**config.mk**
```make
export PLATFORM = sky130hd
export DESIGN_NAME = mem_ctrl
export DESIGN_NICKNAME = d
export VERILOG_FILES = /design/src/rtl/mem_ctrl.sv
export SDC_FILE = /design/constraint.sdc
export NUM_CORES = 1
export LEC_CHECK = 0
export ABC_AREA = 1
export CAP_MARGIN = 20
export CORE_MARGIN = 1.5
export CORE_UTILIZATION = 50
export CTS_CLUSTER_DIAMETER = 60
export CTS_CLUSTER_SIZE = 28
export DETAILED_ROUTE_END_ITERATION = 12
export DONT_BUFFER_PORTS = 1
export PLACE_DENSITY = 0.75
export SLEW_MARGIN = 40
export SYNTH_ARGS = -nofsm -noshare
export SYNTH_HDL_FRONTEND = slang
export SYNTH_SLANG_ARGS = --single-unit
```
**constraint.sdc**
```tcl
create_clock -name clk_in -period 4.7 [get_ports clk_in]
set_input_delay 0.47 -clock clk_in [delete_from_list [all_inputs] [get_ports clk_in]]
set_output_delay 0.47 -clock clk_in [all_outputs]
set_load 0.02 [all_outputs]
```
**src/rtl/mem_ctrl.sv**
```systemverilog
// mem_ctrl: arbitrates instruction fetch (IF) and load/store (MEM) requests onto a
// byte-wide single-port RAM. Each accepted 1/2/4-byte access is serialised one byte
// per cycle. The requester gets a one-cycle done pulse, with read data assembled
// little-endian.
module mem_ctrl #(
    parameter int ADDR_WIDTH   = 32,
    parameter int MEM_PRIORITY = 1
) (
    input  logic                  clk_in,
    input  logic                  rst_in,
    input  logic                  IF_MCE_in,
    input  logic [ADDR_WIDTH-1:0] IF_addr_in,
    input  logic                  IF_abort_in,
    input  logic                  MEM_MCE_in,
    input  logic                  MEM_rw_in,
    input  logic [ADDR_WIDTH-1:0] MEM_addr_in,
    input  logic [31:0]           MEM_data_in,
    input  logic [2:0]            MEM_len_in,
    input  logic [7:0]            ram_din_in,
    output logic [ADDR_WIDTH-1:0] ram_a_out,
    output logic [7:0]            ram_dout_out,
    output logic                  ram_wr_out,
    output logic                  MC_busyIF_out,
    output logic                  MC_busyMEM_out,
    output logic                  MC_dataE_out,
    output logic [31:0]           MC_data_out,
    output logic                  IF_dataE_out,
    output logic [31:0]           IF_data_out
);

    typedef enum logic [1:0] {
        S_IDLE,
        S_READ,
        S_WRITE,
        S_DONE
    } state_t;

    state_t                r_state;
    logic                  r_ownerMem;
    logic [ADDR_WIDTH-1:0] r_addr;
    logic [2:0]            r_len;
    logic [2:0]            r_cnt;
    logic [31:0]           r_buf;
    logic [31:0]           r_wdata;

    logic [ADDR_WIDTH-1:0] r_ramA;
    logic [7:0]            r_ramDout;
    logic                  r_ramWr;
    logic                  r_busyIf;
    logic                  r_busyMem;
    logic                  r_mcDataE;
    logic [31:0]           r_mcData;
    logic                  r_ifDataE;
    logic [31:0]           r_ifData;

    logic                  w_ifValid;
    logic                  w_memValid;
    logic                  w_pickMem;
    logic                  w_accept;
    logic [ADDR_WIDTH-1:0] w_reqAddr;
    logic [2:0]            w_reqLen;
    logic                  w_reqWrite;
    logic                  w_lastRead;
    logic                  w_abortIf;
    logic [ADDR_WIDTH-1:0] w_nextAddr;
    logic [7:0]            w_wrByte;
    logic [31:0]           w_bufNext;

    // Request qualification and arbitration; only meaningful while idle.
    always_comb begin
        w_ifValid  = IF_MCE_in & ~IF_abort_in;
        w_memValid = MEM_MCE_in & ((MEM_len_in == 3'd1) || (MEM_len_in == 3'd2) || (MEM_len_in == 3'd4));
        w_pickMem  = w_memValid & (~w_ifValid | (MEM_PRIORITY != 0));
        w_accept   = w_ifValid | w_memValid;
        w_reqAddr  = w_pickMem ? MEM_addr_in : IF_addr_in;
        w_reqLen   = w_pickMem ? MEM_len_in : 3'd4;
        w_reqWrite = w_pickMem & MEM_rw_in;
        w_lastRead = (r_cnt == r_len + 3'd1);
        w_abortIf  = IF_abort_in & ~r_ownerMem;
        w_nextAddr = r_addr + ADDR_WIDTH'(r_cnt);
        w_wrByte   = r_wdata[{r_cnt[1:0], 3'b000} +: 8];
    end

    // Read bytes arrive one cycle after their address, so cycle k captures byte k-2.
    always_comb begin
        w_bufNext = r_buf;
        if (r_state == S_READ) begin
            case (r_cnt)
                3'd2:    w_bufNext[7:0]   = ram_din_in;
                3'd3:    w_bufNext[15:8]  = ram_din_in;
                3'd4:    w_bufNext[23:16] = ram_din_in;
                3'd5:    w_bufNext[31:24] = ram_din_in;
                default: w_bufNext = r_buf;
            endcase
        end
    end

    // Main FSM; every output is registered for the state being entered.
    always_ff @(posedge clk_in) begin
        if (rst_in) begin
            r_state    <= S_IDLE;
            r_ownerMem <= 1'b0;
            r_addr     <= '0;
            r_len      <= 3'd0;
            r_cnt      <= 3'd0;
            r_buf      <= 32'd0;
            r_wdata    <= 32'd0;
            r_ramA     <= '0;
            r_ramDout  <= 8'd0;
            r_ramWr    <= 1'b0;
            r_busyIf   <= 1'b0;
            r_busyMem  <= 1'b0;
            r_mcDataE  <= 1'b0;
            r_mcData   <= 32'd0;
            r_ifDataE  <= 1'b0;
            r_ifData   <= 32'd0;
        end else begin
            case (r_state)
                S_IDLE: begin
                    if (w_accept) begin
                        r_ownerMem <= w_pickMem;
                        r_addr     <= w_reqAddr;
                        r_len      <= w_reqLen;
                        r_wdata    <= MEM_data_in;
                        r_buf      <= 32'd0;
                        r_cnt      <= 3'd1;
                        r_ramA     <= w_reqAddr;
                        r_busyMem  <= w_pickMem;
                        r_busyIf   <= ~w_pickMem;
                        if (w_reqWrite) begin
                            r_state   <= S_WRITE;
                            r_ramWr   <= 1'b1;
                            r_ramDout <= MEM_data_in[7:0];
                        end else begin
                            r_state <= S_READ;
                        end
                    end
                end
                S_READ: begin
                    if (w_abortIf) begin
                        r_state  <= S_IDLE;
                        r_ramA   <= '0;
                        r_busyIf <= 1'b0;
                    end else begin
                        r_buf <= w_bufNext;
                        r_cnt <= r_cnt + 3'd1;
                        if (w_lastRead) begin
                            r_state <= S_DONE;
                            r_ramA  <= '0;
                            if (r_ownerMem) begin
                                r_mcDataE <= 1'b1;
                                r_mcData  <= w_bufNext;
                            end else begin
                                r_ifDataE <= 1'b1;
                                r_ifData  <= w_bufNext;
                            end
                        end else if (r_cnt < r_len) begin
                            r_ramA <= w_nextAddr;
                        end else begin
                            r_ramA <= '0;
                        end
                    end
                end
                S_WRITE: begin
                    if (r_cnt == r_len) begin
                        r_state   <= S_DONE;
                        r_ramWr   <= 1'b0;
                        r_ramA    <= '0;
                        r_ramDout <= 8'd0;
                        r_mcDataE <= 1'b1;
                    end else begin
                        r_ramA    <= w_nextAddr;
                        r_ramDout <= w_wrByte;
                        r_cnt     <= r_cnt + 3'd1;
                    end
                end
                S_DONE: begin
                    r_state   <= S_IDLE;
                    r_ramA    <= '0;
                    r_busyIf  <= 1'b0;
                    r_busyMem <= 1'b0;
                    r_mcDataE <= 1'b0;
                    r_mcData  <= 32'd0;
                    r_ifDataE <= 1'b0;
                    r_ifData  <= 32'd0;
                end
                default: r_state <= S_IDLE;
            endcase
        end
    end

    // A late IF abort must suppress the fetch pulse in the very cycle it appears.
    always_comb begin
        ram_a_out      = r_ramA;
        ram_dout_out   = r_ramDout;
        ram_wr_out     = r_ramWr;
        MC_busyIF_out  = r_busyIf;
        MC_busyMEM_out = r_busyMem;
        MC_dataE_out   = r_mcDataE;
        MC_data_out    = r_mcData;
        IF_dataE_out   = r_ifDataE & ~IF_abort_in;
        IF_data_out    = r_ifData;
    end

endmodule

```
==> out/metrics.yaml <==
status:
  status: "finished, final reports clean"
power:
  cellPowerDensity_mw_per_mm2: 581
  p_seq_share_pct: 47.1
  leakage_nw: 4.45
  fin_total_pwr_mw: 6.46
  intPower_mw: 3.61
  combPwrFrac_pct: 29.9
  power_switching_mw: 2.85
  power_frac_clock_pct: 22.9
  vdd_drop_max_v: 0.000321
  netSwitchingFraction_pct: 44.1
clocking:
  clockBufferDepth: 3
  htreeDepth: 1
  postCtsSetupRepairBufs: 0
  holdBufCountCts: 0
  insertion_delay_ns: 0.49
  cts_tree: "yes"
  cts.sinks: 214
  path_clk_slew_ns: 0.09
  cts_buffers: 17
  cts-resized-gates: 0
  clock-root-buffer: "clkbuf_16"
route:
  detail_route.wl_per_cell_um: 15.2
  drc_errors: 0
  wl_um: 27500
  drt-initial-drc-count: 874
  firstDrtPassIters: 7
  postRouteAntennaNets: 0
  vias: 9559
  vias_per_cell: 5.27
hold_path:
  min_to: "IF_data_out[29]"
  min_from: "rst_in"
  hp-class: "in -> reg"
  hold_depth: 1
place:
  portBuffers: 0
  place_congestion: 0.898
  hpwlAfterDp_um: 19400
  dp_cells: 1783
timing:
  setup_viol: 0
  finalHoldViolations: 0
  worst_pin_slew_ns: 0.841
  min_period_ns: 3.05
  max_slew_margin_pct: 43.8
  fin_setup_tns_ns: 0
  fin_skew_ns: 0.0239
  drv_slew: 0
  fmax_mhz: 328
  rsz0062_at_grt: "no"
  finalCritPeriodShare_pct: 64.9
floorplanning:
  rows: 52
  die_w_um: 148
  die_area_mm2: 0.0219
  coreArea_mm2: 0.0204
  initial_utilization_pct: 51.5
  die_h_um: 148
  ioPinCount: 222
layout:
  num-nets-final: 1662
  area_growth_pct: 5.79
  fin_cells: 1813
  drive_gt1_share_pct: 3.70
  multi_input_comb_area_mm2: 0.00513
  nFillCells: 1996
  ff_latch_area_mm2: 0.00428
global_route:
  first_global_vias: 8558
  antenna_found_initial: 1
  grt_pass1_wl_um: 44200
  gr-usage-all-layers_pct: 24.4
  grt_max_degree: 106
  overflow: 0
setup_path:
  r2r_start: "r_cnt[0]"
  reg2reg_to: "MC_data_out[13]"
  path_class: "reg -> reg"
  r2r_slack_ns: 1.65
  worstPathArrival_ns: 3.47
  crit_fanout: 33
  cp-end-kind: "register"
  slowest_delay_ns: 0.59
  crit_chain: "buf_4 > inv_1 > ha_1 > inv_1 > nand2_1 > nor2_2 > nand3_2 > o21ai_2 > nand2_2 > inv_2 > nor2_1 > nor2_1"
  setup.worst_path.start_class: "register"
  crit_family: "buffers and inverters"
  ff2ff_path_depth: 12
  required_ns: 5.12
  crit_slowest_cell: "inv_2"
  path_buf_inv: 4
synthesis:
  synth-edff-count: 0
  yosysSeqAreaShare_pct: 40.7
  synth_ff_type: "dfxtp_1"
  ys_seq_elements: 214
  synth.most_common_cell: "nand2_1"
  yosys.area.top_type: "dfxtp_1"
  syn_inst: 1595
  yosysUniqueCellTypes: 39
  ys.warnings.count: 0
  synth_area_mm2: 0.0105
  synth_area_leaders: "dfxtp_1, nand2_1, nor2_1, o21ai_0, inv_1"
  synth.avg_cell_area_um2: 6.60
  synth_commonest_cells: "nand2_1, nor2_1, dfxtp_1"
  synth_top_area_share_pct: 40.7
  async_flop_share_pct: 0
  synth_fp_nets: 1725
job:
  maxCapViolCount: 0
[how the worst max path moves through the flow]
stage / startpoint / end / cells after the start
final: r_cnt[0] / MC_data_out[13] / 12
after global routing: r_cnt[0] / MC_data_out[13] / 12
after CTS: r_cnt[0] / MC_data_out[13] / 12
after detailed placement: r_cnt[0] / MC_data_out[11] / 11
after global placement: r_cnt[1] / ram_a_out[31] / 8
after floorplan: r_cnt[0] / MC_data_out[7] / 12
[through the flow]
step                      utilization, %  worst slack (ns)  hold WS (ns)  cell area (um^2)
final                               54.5              1.65        0.0389             11100
after global routing                54.5              1.32        0.0135             11100
after CTS                           54.5              1.66        0.0257             11100
after detailed placement            51.6              1.68         0.442             10500
after global placement              51.5              1.72         0.440             10500
after floorplan                        -              2.58         0.424             10500
[area by class of cell]
type | instances | share of cell area, %
Antenna cell | 1 | 0.0225
Clock buffer | 17 | 3.82
Clock inverter | 12 | 1.39
Inverter | 193 | 6.55
Multi-Input combinational cell | 1099 | 46.1
Sequential cell | 214 | 38.5
Tap cell | 270 | 3.03
Timing Repair Buffer | 7 | 0.607
[cells by family (layout without fill, tap and decap cells)]
kind of cell             count (synthesis)  after routing  synth area share, %
other                                    0              1                    0
AO/OA/AOI/OAI                          368            368                 19.1
adder cells (fa/ha/maj)                 17             17                 2.09
flip-flops                             214            214                 40.7
XOR/XNOR                                15             15                 1.25
AND/OR/NAND/NOR                        699            699                 26.2
buffers and inverters                  282            229                 10.6
[cells in the final DEF, fill, tap and decap left out, types with 16 or more instances in the layout]
master and count:
a211oi_1 16, clkbuf_16 17, nor2_1 287, a21oi_1 138, nand2_1 343, dfxtp_1 214, o21ai_0 162, nand3_1 40
inv_1 186, ha_1 16, o21a_1 28
[metal layers]
layer | share of wire (%) | GRT usage, % | wire length [um]
met1 | 45 | 33.1 | 12500
met4 | 2.0 | 5.74 | 561
met2 | 44 | 39.2 | 12200
met5 | 0 | 0 | 0
met3 | 8.4 | 6.17 | 2320
[state kept, by name (all words and copies together), names as in the netlist]
register / cells
IF_data_out: 32
MC_busyIF_out: 1
MC_busyMEM_out: 1
MC_dataE_out: 1
MC_data_out: 32
r_addr: 32
r_buf: 32
r_cnt: 3
r_ifDataE: 1
r_len: 3
r_ownerMem: 1
r_state: 2
r_wdata: 32
ram_a_out: 32
ram_dout_out: 8
ram_wr_out: 1
[power by group through the flow]
stage | combinational (mW) | clock, mW | sequential (mW)
after floorplan | 1.60 | 0 | 2.96
after global placement | 1.84 | 0 | 3.09
after detailed placement | 1.92 | 0 | 3.10
after CTS | 1.93 | 1.51 | 3.06
after global routing | 2.22 | 1.59 | 3.11
final | 1.94 | 1.48 | 3.05
No activity file was read; power rests on OpenSTA's default activity.
